`src/rtl/bottling_pkg.sv`:
```
// Shared types for the pill-bottling controller: mode states and error causes.
package bottling_pkg;

  typedef enum logic [2:0] {
    ST_SETTING = 3'd0,
    ST_WORKING = 3'd1,
    ST_PAUSE   = 3'd2,
    ST_ERROR   = 3'd3,
    ST_FINAL   = 3'd4
  } state_t;

  typedef enum logic [2:0] {
    ERR_NONE     = 3'd0,
    ERR_CFG      = 3'd1,
    ERR_EXT      = 3'd2,
    ERR_TIMEOUT  = 3'd3,
    ERR_SPURIOUS = 3'd4
  } err_code_t;

endpackage

```
`src/rtl/bottling_controller_watchdog_timer.sv`:
```
// No-pill watchdog: counts run cycles, flags the cycle the count sits at TIMEOUT_CYCLES-1.
module watchdog_timer #(
  parameter int TIMEOUT_CYCLES = 1000,
  parameter int TIMEOUT_W      = $clog2(TIMEOUT_CYCLES + 1)
) (
  input  logic clock,
  input  logic reset,
  input  logic run,
  input  logic clear,
  output logic expired
);

  localparam logic [TIMEOUT_W-1:0] LAST = TIMEOUT_W'(TIMEOUT_CYCLES - 1);

  logic [TIMEOUT_W-1:0] count;

  // Count run cycles; clear wins, and the count parks at LAST so it can never wrap.
  always_ff @(posedge clock) begin
    // NOTE: sequential state uses non-blocking assignments so every register
    // samples the pre-edge values, independent of block ordering.
    if (reset) begin
      count <= '0;
    end else if (clear) begin
      count <= '0;
    end else if (run && (count != LAST)) begin
      count <= count + TIMEOUT_W'(1);
    end
  end

  assign expired = run && (count == LAST);

endmodule

```
`src/rtl/bottling_controller.sv`:
```
// Pill-bottling mode controller: setting/working/pause/error/final flow with
// internal pill and bottle counting, no-pill watchdog and error-cause reporting.
module bottling_controller
  import bottling_pkg::*;
#(
  parameter int PILL_W         = 6,
  parameter int BOTTLE_W       = 8,
  parameter int TIMEOUT_CYCLES = 1000,
  parameter int TIMEOUT_W      = $clog2(TIMEOUT_CYCLES + 1)
) (
  input  logic                clock,
  input  logic                reset,
  input  logic                switch_pulse,
  input  logic                pill_pulse,
  input  logic                error_in,
  input  logic [PILL_W-1:0]   pills_per_bottle,
  input  logic [BOTTLE_W-1:0] bottle_target,
  output state_t              state,
  output logic [PILL_W-1:0]   pill_count,
  output logic [BOTTLE_W-1:0] bottle_count,
  output logic                bottle_done,
  output logic                motor_enable,
  output err_code_t           err_code
);

  logic [PILL_W-1:0]   ppb_q,  ppb_n;
  logic [BOTTLE_W-1:0] tgt_q,  tgt_n;
  logic [PILL_W-1:0]   pill_n;
  logic [BOTTLE_W-1:0] bottle_n, bottle_inc;
  state_t              state_n;
  err_code_t           err_n;
  logic                done_n;
  logic                wd_run, wd_clear, wd_expired;

  // Watchdog only advances in working; any pill or any other state restarts it from 0.
  assign wd_run   = (state == ST_WORKING);
  assign wd_clear = (state != ST_WORKING) || pill_pulse;

  watchdog_timer #(
    .TIMEOUT_CYCLES (TIMEOUT_CYCLES),
    .TIMEOUT_W      (TIMEOUT_W)
  ) u_watchdog (
    .clock   (clock),
    .reset   (reset),
    .run     (wd_run),
    .clear   (wd_clear),
    .expired (wd_expired)
  );

  assign bottle_inc   = bottle_count + BOTTLE_W'(1);
  assign motor_enable = (state == ST_WORKING);

  // Next-state, counter and error-code decisions for the current mode.
  always_comb begin
    // NOTE: every output of this block gets a default first, so no path can
    // leave a variable unassigned and infer a latch.
    state_n  = state;
    pill_n   = pill_count;
    bottle_n = bottle_count;
    done_n   = 1'b0;
    err_n    = err_code;
    ppb_n    = ppb_q;
    tgt_n    = tgt_q;

    case (state)
      ST_SETTING: begin
        if (switch_pulse) begin
          if ((pills_per_bottle == '0) || (bottle_target == '0)) begin
            state_n = ST_ERROR;
            err_n   = ERR_CFG;
          end else begin
            ppb_n    = pills_per_bottle;
            tgt_n    = bottle_target;
            pill_n   = '0;
            bottle_n = '0;
            err_n    = ERR_NONE;
            state_n  = ST_WORKING;
          end
        end
      end

      ST_WORKING: begin
        if (error_in) begin
          state_n = ST_ERROR;
          err_n   = ERR_EXT;
        end else if (wd_expired && !pill_pulse) begin
          state_n = ST_ERROR;
          err_n   = ERR_TIMEOUT;
        end else begin
          if (pill_pulse) begin
            if (pill_count == ppb_q - PILL_W'(1)) begin
              pill_n   = '0;
              bottle_n = bottle_inc;
              done_n   = 1'b1;
              if (bottle_inc == tgt_q) begin
                state_n = ST_FINAL;
              end
            end else begin
              pill_n = pill_count + PILL_W'(1);
            end
          end
          // Completion outranks a pause request arriving in the same cycle.
          if (switch_pulse && (state_n == ST_WORKING)) begin
            state_n = ST_PAUSE;
          end
        end
      end

      ST_PAUSE: begin
        if (error_in) begin
          state_n = ST_ERROR;
          err_n   = ERR_EXT;
        end else if (pill_pulse) begin
          state_n = ST_ERROR;
          err_n   = ERR_SPURIOUS;
        end else if (switch_pulse) begin
          state_n = ST_WORKING;
        end
      end

      ST_ERROR, ST_FINAL: begin
        if (switch_pulse) begin
          state_n = ST_SETTING;
        end
      end

      default: state_n = ST_SETTING;
    endcase
  end

  // Register state, counters, latched targets and the bottle_done pulse.
  always_ff @(posedge clock) begin
    if (reset) begin
      state        <= ST_SETTING;
      pill_count   <= '0;
      bottle_count <= '0;
      bottle_done  <= 1'b0;
      err_code     <= ERR_NONE;
      ppb_q        <= '0;
      tgt_q        <= '0;
    end else begin
      state        <= state_n;
      pill_count   <= pill_n;
      bottle_count <= bottle_n;
      bottle_done  <= done_n;
      err_code     <= err_n;
      ppb_q        <= ppb_n;
      tgt_q        <= tgt_n;
    end
  end

endmodule

```
`config.mk`:
```
export PLATFORM = sky130hd
export DESIGN_NAME = bottling_controller
export DESIGN_NICKNAME = d
export VERILOG_FILES = /design/src/rtl/bottling_pkg.sv /design/src/rtl/bottling_controller_watchdog_timer.sv /design/src/rtl/bottling_controller.sv
export SDC_FILE = /design/constraint.sdc
export NUM_CORES = 1
export LEC_CHECK = 0
export ABC_AREA = 1
export CAP_MARGIN = 30
export CORE_MARGIN = 2
export CORE_UTILIZATION = 50
export CTS_CLUSTER_DIAMETER = 100
export DETAILED_ROUTE_END_ITERATION = 8
export PLACE_DENSITY_LB_ADDON = 0.1
export SETUP_SLACK_MARGIN = 0.05
export SYNTH_ARGS = -nofsm -noshare
export SYNTH_HDL_FRONTEND = slang
export SYNTH_SLANG_ARGS = --single-unit
```
`constraint.sdc`:
```
create_clock -name clock -period 4.8 [get_ports clock]
set_clock_uncertainty 0.2 [all_clocks]
set_input_delay 1.44 -clock clock [delete_from_list [all_inputs] [get_ports clock]]
set_output_delay 1.44 -clock clock [all_outputs]
set_load 0.01 [all_outputs]
```
Yosys cells after proc, flatten, opt, wreduce, memory -nomap -nowiden
Cells that the tools add are included.

Register bits after elaboration: 45. Output and inout port bits: 22. Word-level logic and storage cells: 93.

Reduce and logical (&&, ||, !) cells: 20. Bitwise operators: 3. Equality and inequality tests: 20. Mux-type cells: 38. Add/subtract/negate cells: 4.

Operators with widths (count): $mux W3 (19); $mux W8 (6); $mux W6 (6); $pmux W8 S2 (1); $ne A2 B2 Y1 const B (7); $pmux W3 S4 (1); $pmux W6 S2 (1); $add A10 B1 Y10 const B (1); $eq A10 B10 Y1 const B (1); $ne A10 B10 Y1 const B (1); $pmux W3 S3 (1); $add A8 B1 Y8 const B (1); $eq A8 B8 Y1 (1); $logic_not A8 Y1 (1); $reduce_and A7 Y1 (1); $add A6 B1 Y6 const B (1); $eq A3 B1 Y1 const B (2); $eq A3 B2 Y1 const B (2); $eq A6 B6 Y1 (1); $logic_not A6 Y1 (1); $ne A3 B3 Y1 const B (2); $reduce_and A3 Y1 (2); $reduce_and A6 Y1 (1); $sub A6 B1 Y6 const B (1); other kinds (15) (23).

Depth between registers and ports, before layout
Word-level depth: 14. Depth in mapped cells: 17.

By module
A second synthesis with hierarchy kept.

Cells, all modules: 398. Area total of the unflattened synthesis: 2656.3 µm².

By module, submodules not included: bottling_controller (sequential area each 700.7 µm², cells an instance 303, instances 1, area an instance 2033.2 µm²); watchdog_timer (sequential area each 200.2 µm², cells an instance 95, instances 1, area an instance 623.1 µm²).

Worst setup path before layout
Ideal clock, no wire load.

Kind: input to register. From: input pills_per_bottle[1]. To: register pill_count[5]. Data required time: 4527 ps. Cell stages on the path: 10. Path slack: 1941 ps. Arrival time: 2586 ps. Cells stage by stage: nor4_1 -> nand2_1 -> nand2_1 -> nand2_1 -> o2111ai_2 -> inv_2 -> nand2_1 -> buf_4 -> nand2_4 -> nor3b_2.

Longest elaborated chain between the ends: 4.

Ends and longest elaborated chain: start: declaration (line bottling_controller.sv:16) `input logic [PILL_W-1:0] pills_per_bottle,`; $logic_not A6 Y1 (line bottling_controller.sv:68) `if ((pills_per_bottle == '0) || (bottle_target == '0)) begin`; $logic_or A1 B1 Y1 (line bottling_controller.sv:68); $ne A2 B2 Y1 (no source line); $reduce_and A6 Y1 (no source line); end signal: assignment (line bottling_controller.sv:143) `pill_count <= pill_n;`; end: declaration (line bottling_controller.sv:19) `output logic [PILL_W-1:0] pill_count,`.

Every way passes these cells. A chain may end at the register's enable or synchronous reset.

Worst setup path after layout
From: input bottle_target[3]. To: register bottle_count[2].

Longest elaborated chain between the ends: 4.

Ends and longest elaborated chain: start: declaration (line bottling_controller.sv:17) `input logic [BOTTLE_W-1:0] bottle_target,`; $logic_not A8 Y1 (line bottling_controller.sv:68); $logic_or A1 B1 Y1 (line bottling_controller.sv:68); $ne A2 B2 Y1 (no source line); $reduce_and A7 Y1 (no source line); end signal: assignment (line bottling_controller.sv:144) `bottle_count <= bottle_n;`; end: declaration (line bottling_controller.sv:20) `output logic [BOTTLE_W-1:0] bottle_count,`.

Every way passes these cells.

==> run summary <==
run status: finished clean
capturing point of the worst reg2reg path: bottle_count[2]
number of buffers inserted to repair setup after CTS: 0
total power density per cell area: 342 nW/µm²
ratio of cells with drive above 1 in the final layout: 7.42%
origin of the critical flop-to-flop path: ppb_q[0]
Die ar.: 5790 µm²
worst reg-to-reg path cell count: 15
core area: 5070 µm²
number of instances on the worst hold path: 2
Synth-to-Final Area Change: 20.6%
type of origin of the critical path: input pin
effective utilization at floorplan: 51.2%
wire length reported by the detailed router: 5900 µm
fraction of the cycle the final worst path needs: 75.4%
max-slew violation count: 0
number of buffers between clock root and the deepest sink: 2
via count: 2528
fill cell instance count of the final layout: 490
height of the chip: 76.1 µm
synthesized flop and latch total: 45
MaxCap Viol Count: 0
Resized Gates After CTS: 0
synthesized instance count: 390
largest net degree at the start of global routing: 23
synthesized net count: 413
row cnt: 26
capturing element type of the critical path: register
per-cell via count in the routed design: 5.05
count of flip-flops with a built-in enable after synthesis: 0
H-tree Lvls: 2
worst min path class: register to register
Final GP Congestion: 0.829
CTS tree: yes
I/O pin count: 41
worst setup slack for register-to-register paths: 2.40 ns
remaining global-route overflow: 0
distinct cell type count after synthesis: 38
dominant register cell in the synthesized netlist: dfxtp_1
time the worst path needs with I/O delays and setup: 3.62 ns
Multi-input gate area: 1430 µm²
Worst Path Arrival: 3.66 ns
initial antenna violation count: 0
clock net sink count: 45
Clock Latency Late Sink: 0.31 ns
RSZ-0062 raised after global routing: false
highest achievable clock rate: 276 MHz
crit-path max FO: 11
Mean Syn Cell Area: 6.66 µm²
area of all sequential standard cells: 901 µm²
Seq/Total Area, Yosys: 34.7%
Chip Width: 76.1 µm
Avg WL per Cell: 11.8 µm
Iteration-0 DRC Markers: 174
cts-stage hold buffer count: 0
hpwl dp: 4450 µm
Post-layout nets: 453
count of final hold-check violations: 0
first-pass GRT wire length: 10400 µm
startpoint of the tightest hold check path: ppb_q[5]
Worst Hold End: ppb_q[5]
Total Neg Setup Slack: 0 ns
port bufs: 40
post-route DRC violation count: 0
launching instance or port of the critical path: bottle_target[3]
GRT Util Overall: 21.7%
Num CTS Buffers: 5
Antenna Cells: 0
final setup violating endpoints: 0
category of the most critical setup path: input pin to register
vias in the first global route: 2304
Yosys Warn Count: 0
leakage power total: 1.28 nW
CTS clk-pin slew, worst paths: 0.09 ns
share of flip-flops with an asynchronous set or reset: 0%
clock tree root buffer cell: clkbuf_8
number of iterations in the first detailed-routing pass: 4
max-slew headroom at the worst pin: 46.8%
CP Data Required Time: 4.84 ns
most frequent standard cell in the layout excluding fill and tap cells: nand2_1
commonest cells after routing, fill and taps aside: nand2_1, inv_1, dfxtp_1
worst hold slack across all endpoints: 0.265 ns
Antenna Violating Nets Remaining: 0
largest voltage drop on the vdd net: 0.193 mV
Slew @ Worst Pin: 0.796 ns
synthesized cell area: 2600 µm²
## critical path, cell delays in order
cell,delay [ns]
clkdlybuf4s50_1,0.42
nor4_1,0.42
nand2_1,0.13
nand2_1,0.12
nand2_1,0.07
o2111ai_2,0.15
inv_2,0.11
nand2_1,0.31
inv_1,0.19
o21ai_0,0.11
o21ai_0,0.09
nor2_1,0.09
## registers in the layout (all words and copies together) (netlist names)
signal and count:
u_watchdog.count 10, tgt_q 8, state 3, ppb_q 6, pill_count 6, bottle_count 8
bottle_done 1, err_code 3
## area by class of cell
cell class	instances	area share [%]
Clock buffer	5	2.20
Clock inverter	3	0.719
Inverter	58	6.95
Multi-Input combinational cell	279	45.6
Sequential cell	45	28.8
Tap cell	70	2.80
Timing Repair Buffer	41	13.0
## how the worst max path moves through the flow
stage                     slack, ns               to
after CTS                      1.18  bottle_count[2]
final                          1.18  bottle_count[2]
after detailed placement       0.86  bottle_count[2]
after floorplan                1.94    pill_count[5]
after global routing           0.82  bottle_count[2]
after global placement         0.92  bottle_count[3]
## Yosys cell counts (3+ instances only)
| library cell | instances | area (µm²) |
|---|---|---|
| nand2_1 | 86 | 323 |
| inv_1 | 53 | 199 |
| dfxtp_1 | 45 | 901 |
| o21ai_0 | 39 | 195 |
| nor2_1 | 38 | 143 |
| a21oi_1 | 37 | 185 |
| nand3_1 | 28 | 140 |
| nand4_1 | 6 | 37.5 |
| nor3_1 | 6 | 30.0 |
| clkbuf_1 | 5 | 18.8 |
| inv_2 | 5 | 18.8 |
| ha_1 | 4 | 50.1 |
| nor4_1 | 4 | 25.0 |
| nand2_2 | 3 | 18.8 |
| xor2_1 | 3 | 26.3 |
## where the power goes
group	internal (mW)	total (mW)	leakage (nW)	switching (mW)
Clock	0.103	0.241	0.0481	0.138
Combinational	0.152	0.370	0.864	0.218
Sequential	0.416	0.461	0.368	0.0448
Total	0.671	1.07	1.28	0.401
## routing by layer
metal | wire, µm | vias to the layer above | track usage (%)
li1 | - | 1353 | -
met1 | 2920 | 1105 | 29.8
met2 | 2600 | 64 | 34.6
met3 | 311 | 6 | 4.38
met4 | 69 | 0 | 6.91
met5 | 0 | - | 0
## logic make-up (layout without fill, tap and decap cells)
group | Yosys count | after routing | share of synthesized area, %
AO/OA/AOI/OAI | 83 | 83 | 17.1
buffers and inverters | 66 | 107 | 10.4
flip-flops | 45 | 45 | 34.7
AND/OR/NAND/NOR | 188 | 188 | 34.5
XOR/XNOR | 4 | 4 | 1.35
adder cells (fa/ha/maj) | 4 | 4 | 1.93
## through the flow
step	power, mW	worst slack (ns)	instance area [µm²]	std cells	utilization [%]
after CTS	1.08	1.18	3130	501	61.7
after floorplan	0.722	1.94	2600	390	-
final	1.07	1.18	3130	501	61.7
after global routing	1.16	0.820	3130	501	61.7
after detailed placement	0.838	0.860	3040	493	59.9
after global placement	0.833	0.915	3040	493	59.9
Power figures use the tool's default switching activity.
==> RTL change 1, RTL diff (same settings) <==
`TIMEOUT_CYCLES` is set to 1000 in 2 places; all go to 500.
--- a/src/rtl/bottling_controller_watchdog_timer.sv
+++ b/src/rtl/bottling_controller_watchdog_timer.sv
@@ -1,6 +1,6 @@
 // No-pill watchdog: counts run cycles, flags the cycle the count sits at TIMEOUT_CYCLES-1.
 module watchdog_timer #(
-  parameter int TIMEOUT_CYCLES = 1000,
+  parameter int TIMEOUT_CYCLES = 500,
   parameter int TIMEOUT_W      = $clog2(TIMEOUT_CYCLES + 1)
 ) (
   input  logic clock,
--- a/src/rtl/bottling_controller.sv
+++ b/src/rtl/bottling_controller.sv
@@ -5,7 +5,7 @@
 #(
   parameter int PILL_W         = 6,
   parameter int BOTTLE_W       = 8,
-  parameter int TIMEOUT_CYCLES = 1000,
+  parameter int TIMEOUT_CYCLES = 500,
   parameter int TIMEOUT_W      = $clog2(TIMEOUT_CYCLES + 1)
 ) (
   input  logic                clock,
Check against the original RTL: no difference found for any inputs over 4 cycles, from zero or initial values and one cycle with reset high; that may be too few to reach the edited logic, so the function may still have changed.
==> RTL change 1 against the original RTL <==
  * Routed wire length rose by 6.8%
  * Power is 15% higher
  * Synthesized area rose by 0.29%
  * Count of clock-buffer cells in the layout unchanged
  * Synthesized cell count up 3.6%
  * Cell area grew 2.6%
  * Sequential share of layout area shrank 1.4 points
  * Sequential cell count shrank 1
  * Non-clock buffer count up 1
  * Worst setup slack gained 0.055 ns
  * Critical path depth decreased by 8
==> RTL change 1: results (changes against the original RTL) <==
[routing]
wl_per_cell_um = 12.23  ; +3.9%
first_pass_iters = 5  ; +1
drt_iter0_markers = 140  ; -20%
vias_per_cell = 5.169  ; +2.4%

[yosys]
synth_common_cells = nand2_1 (105), inv_1 (47), dfxtp_1 (44), a21oi_1 (38), nor2_1 (36)
synth_fp_nets = 427  ; +3.4%
synthTopCellsByArea = dfxtp_1 (34%), nand2_1 (15%), a21oi_1 (7.3%)
ys_types = 33  ; -13%
seq_area_frac_synth = 0.3381  ; -0.008684

[power_and_ir_drop]
peakVddDrop_mv = 0.2589  ; +34%
p_leak_nw = 1.321  ; +3.2%

[finish]
fin_nets = 467  ; +3.1%
fill_cells = 505  ; +3.1%
reg_top3 = u_watchdog.count (9), bottle_count (8), tgt_q (8)
stdcell_count = 515  ; +2.8%

[placement]
placedCellCount = 507  ; +2.8%
gp_congestion = 0.8846  ; +6.7%
placedInstanceArea_um2 = 3057  ; +0.49%
dp_hpwl_mm = 4.704  ; +5.6%
pre_cts_ws_ns = 1.248  ; +0.3888 ns

[min_path]
min_from = err_code[0]
whs_endpoint = err_code[0]

[setup_path]
crit_family = buffers and inverters
timing.critical_path.from = state[2]
cp.arrival_ns = 1.93  ; -1.73 ns
cp_max_fo = 14  ; +3
r2r-end = bottle_count[7]
reg2reg_depth = 14  ; -1
crit_end = motor_enable
r2r_slack_ns = 2.47  ; +0.07 ns
critPathMaxStageDelay_ns = 0.58  ; +0.16 ns

[timing]
clock.fmax_ghz = 0.2805  ; +1.5%
fin_hold_ws_ns = 0.2677  ; +0.002608 ns

[global_route]
track_usage = 0.2256  ; +0.008262
grt_pass1_wl_mm = 10.74  ; +3.6%

[outcome]
status = complete, no violations

-- RTL change 1: changes by cell type after synthesis, sizes merged, moves of 2 or more --
cell	before	now
nand2	91	111
nand3	28	38
o21ai	41	32
nand4	8	3
inv	58	54
o211ai	0	4
buf	2	5
nor2	41	44
clkbuf	6	4
or2	3	1
-- RTL change 1: cell type report --
| class | instances | area (um2) | area share |
|---|---|---|---|
| Inverter | 54 | 202.7 | 0.06303 |
| Tap cell | 70 | 87.58 | 0.02724 |
| Multi-Input combinational cell | 297 | 1470 | 0.4572 |
| Sequential cell | 44 | 880.8 | 0.2739 |
| Clock buffer | 5 | 68.82 | 0.02140 |
| Clock inverter | 3 | 90.09 | 0.02802 |
| Timing Repair Buffer | 42 | 415.4 | 0.1292 |
-- RTL change 1: logic make-up after synthesis --
family	Yosys count	share of synthesized area
xor gates and xnor gates	4	0.01345
buffers and inverters	63	0.09750
DFF	44	0.3381
adders and majority gates	4	0.01921
AOI/OAI and AO/OA	77	0.1571
and+or+nand+nor	212	0.3746
-- RTL change 1: worst reg2reg max path: stages (launching register included) --
cell and delay [ns]:
dfxtp_1 0.33, inv_1 0.11, ha_1 0.34, nand2_1 0.08, nand2_1 0.06, nor2_1 0.10, nand2_1 0.07, nor2_2 0.11
nand3_2 0.11, nand2_1 0.10, inv_2 0.06, nor2_4 0.16, inv_2 0.14, o21ai_0 0.18, a21oi_1 0.06
-- RTL change 1: routing by layer --
metal  GRT usage  part of all wire  vias up
met5           0                 0        -
met4     0.08000             0.016        0
met3     0.04028             0.049       10
met2      0.3607              0.45       65
met1      0.3073              0.48     1197
li1            -                 -     1390
-- RTL change 1: power by group --
part	total (mW)	switching (mW)	internal (mW)
clock	0.396	0.136	0.260
combinational	0.391	0.237	0.154
sequential	0.443	0.0389	0.405
total	1.23	0.412	0.819
==> RTL change 2, RTL diff (same flow settings) <==
Without the edit above. Register the output `bottle_count` once more; this adds one clock of latency there. The other outputs are not delayed to match.
--- a/src/rtl/bottling_controller.sv
+++ b/src/rtl/bottling_controller.sv
@@ -23,6 +23,8 @@
   output err_code_t           err_code
 );
 
+  logic [BOTTLE_W-1:0] bottle_count_s0;
+
   logic [PILL_W-1:0]   ppb_q,  ppb_n;
   logic [BOTTLE_W-1:0] tgt_q,  tgt_n;
   logic [PILL_W-1:0]   pill_n;
@@ -47,7 +49,7 @@
     .expired (wd_expired)
   );
 
-  assign bottle_inc   = bottle_count + BOTTLE_W'(1);
+  assign bottle_inc   = bottle_count_s0 + BOTTLE_W'(1);
   assign motor_enable = (state == ST_WORKING);
 
   // Next-state, counter and error-code decisions for the current mode.
@@ -56,7 +58,7 @@
     // leave a variable unassigned and infer a latch.
     state_n  = state;
     pill_n   = pill_count;
-    bottle_n = bottle_count;
+    bottle_n = bottle_count_s0;
     done_n   = 1'b0;
     err_n    = err_code;
     ppb_n    = ppb_q;
@@ -133,7 +135,7 @@
     if (reset) begin
       state        <= ST_SETTING;
       pill_count   <= '0;
-      bottle_count <= '0;
+      bottle_count_s0 <= '0;
       bottle_done  <= 1'b0;
       err_code     <= ERR_NONE;
       ppb_q        <= '0;
@@ -141,7 +143,7 @@
     end else begin
       state        <= state_n;
       pill_count   <= pill_n;
-      bottle_count <= bottle_n;
+      bottle_count_s0 <= bottle_n;
       bottle_done  <= done_n;
       err_code     <= err_n;
       ppb_q        <= ppb_n;
@@ -149,5 +151,9 @@
     end
   end
 
+  always_ff @(posedge clock) begin
+    bottle_count <= bottle_count_s0;
+  end
+
 endmodule
 
Function: changed (a bounded check fails within 4 cycles, from zero or initial values and one cycle with reset high).
==> RTL change 2 against the original RTL <==
  * Hold slack worse by 0.056 ns
  * Power up 49%
  * Sequential cell count up 8
  * Sequential power up 34%
  * Combinational power up 80%
  * Synthesized area up 10%
  * Maximum frequency up 8.0%
  * Count of clock-buffer cells in the layout up 2
  * Cell area up 8.9%
  * Worst setup slack better by 0.27 ns
  * Routed wire length up 3.8%
  * Largest cell class unchanged
==> RTL change 2: results (changes against the original RTL) <==
[yosys]
syn-instance-count = 410  ; +5.1%
synth_common_cells = nand2_1 (79), inv_1 (55), dfxtp_1 (53), nor2_1 (43), nand3_1 (38)
ys_types = 32  ; -16%
seq_area_frac_synth = 0.3710  ; +0.02413
synthTopCellsByArea = dfxtp_1 (37%), nand2_1 (10%), inv_1 (7.2%)
synth_fp_nets = 433  ; +4.8%

[finish]
fin_nets = 471  ; +4.0%
fill_cells = 511  ; +4.3%
drive_above_1_share = 0.09131  ; +0.01707
stdcell_count = 521  ; +4.0%
utilization = 0.6196  ; +0.002275

[routing]
dr_total_vias = 2635  ; +4.2%
drt_iter0_markers = 102  ; -41%
wl_mm = 6.124  ; +3.8%

[placement]
dp_hpwl_mm = 4.690  ; +5.3%
placedCellCount = 513  ; +4.1%
gp_congestion = 0.8839  ; +6.6%
placedInstanceArea_um2 = 3296  ; +8.4%

[min_path]
min_from = bottle_count_s0[7]

[outcome]
status = complete, no violations

[power_and_ir_drop]
peakVddDrop_mv = 0.1924  ; -0.12%
p_leak_nw = 1.387  ; +8.3%
power.switching_uw = 630.4  ; +57%

[setup_path]
critPathMaxStageDelay_ns = 0.59  ; +0.17 ns
cp.arrival_ns = 1.71  ; -1.95 ns
timing.critical_path.from = state[0]
cp_max_fo = 10  ; -1
crit_family = buffers and inverters

[global_route]
grt_max_degree = 30  ; +30%

[timing]
worstMarginPinSlew_ns = 0.6928  ; -0.1032 ns

[clock_tree]
cts_max_level = 2  ; unchanged

==> RTL change 2: cell count changes in the layout (fill, tap and decap cells not counted), moves of 3 or more <==
cell / change
nor3_1: +3
nor2_1: +5
o21ai_0: -10
nand3_1: +10
nand4_1: +5
inv_2: -3
nor4_1: -4
dfxtp_1: +8
nand2_1: -7
xor2_1: +7
a21oi_1: -3
a211oi_2: +4
nand3_2: +3
==> RTL change 2: final timing paths <==
path         depth (start not counted)                  to  slack [ns]
min reg2reg                          0     bottle_count[7]        0.21
min                                  0     bottle_count[7]        0.21
max                                  3        motor_enable        1.45
max reg2reg                         11  bottle_count_s0[4]        2.59
==> RTL change 2: per-layer routing <==
| metal | wire length [um] | GRT usage | up-vias |
|---|---|---|---|
| met5 | 0 | 0 | - |
| met4 | 93 | 0.07241 | 0 |
| met3 | 202 | 0.03846 | 7 |
| met2 | 2852 | 0.3513 | 54 |
| met1 | 2976 | 0.2725 | 1165 |
| li1 | - | - | 1409 |
==> RTL change 2: logic make-up after synthesis <==
family | Yosys count | share of synthesized area
adder cells (fa/ha/maj) | 4 | 0.01750
AND/OR/NAND/NOR | 201 | 0.3311
buffers and inverters | 69 | 0.1015
AO/OA/AOI/OAI | 73 | 0.1483
XOR/XNOR | 10 | 0.03062
flip-flops | 53 | 0.3710
==> RTL change 2: final cells by class <==
type / count / area share
flip-flops and latches: 53 / 0.3110
well taps: 72 / 0.02640
clock buffers: 7 / 0.02530
clock inverters: 1 / 0.008801
multi-input cells: 288 / 0.4422
inverters: 58 / 0.06454
repair buffers: 42 / 0.1217
==> RTL change 2: power by group through the flow <==
stage | sequential (mW) | clock (mW) | combinational (mW)
2_1_floorplan | 0.625 | 0 | 0.502
3_3_place_gp | 0.628 | 0 | 0.651
3_5_place_dp | 0.629 | 0 | 0.662
4_1_cts | 0.620 | 0.321 | 0.666
5_1_grt | 0.636 | 0.336 | 0.759
6_report | 0.620 | 0.314 | 0.667
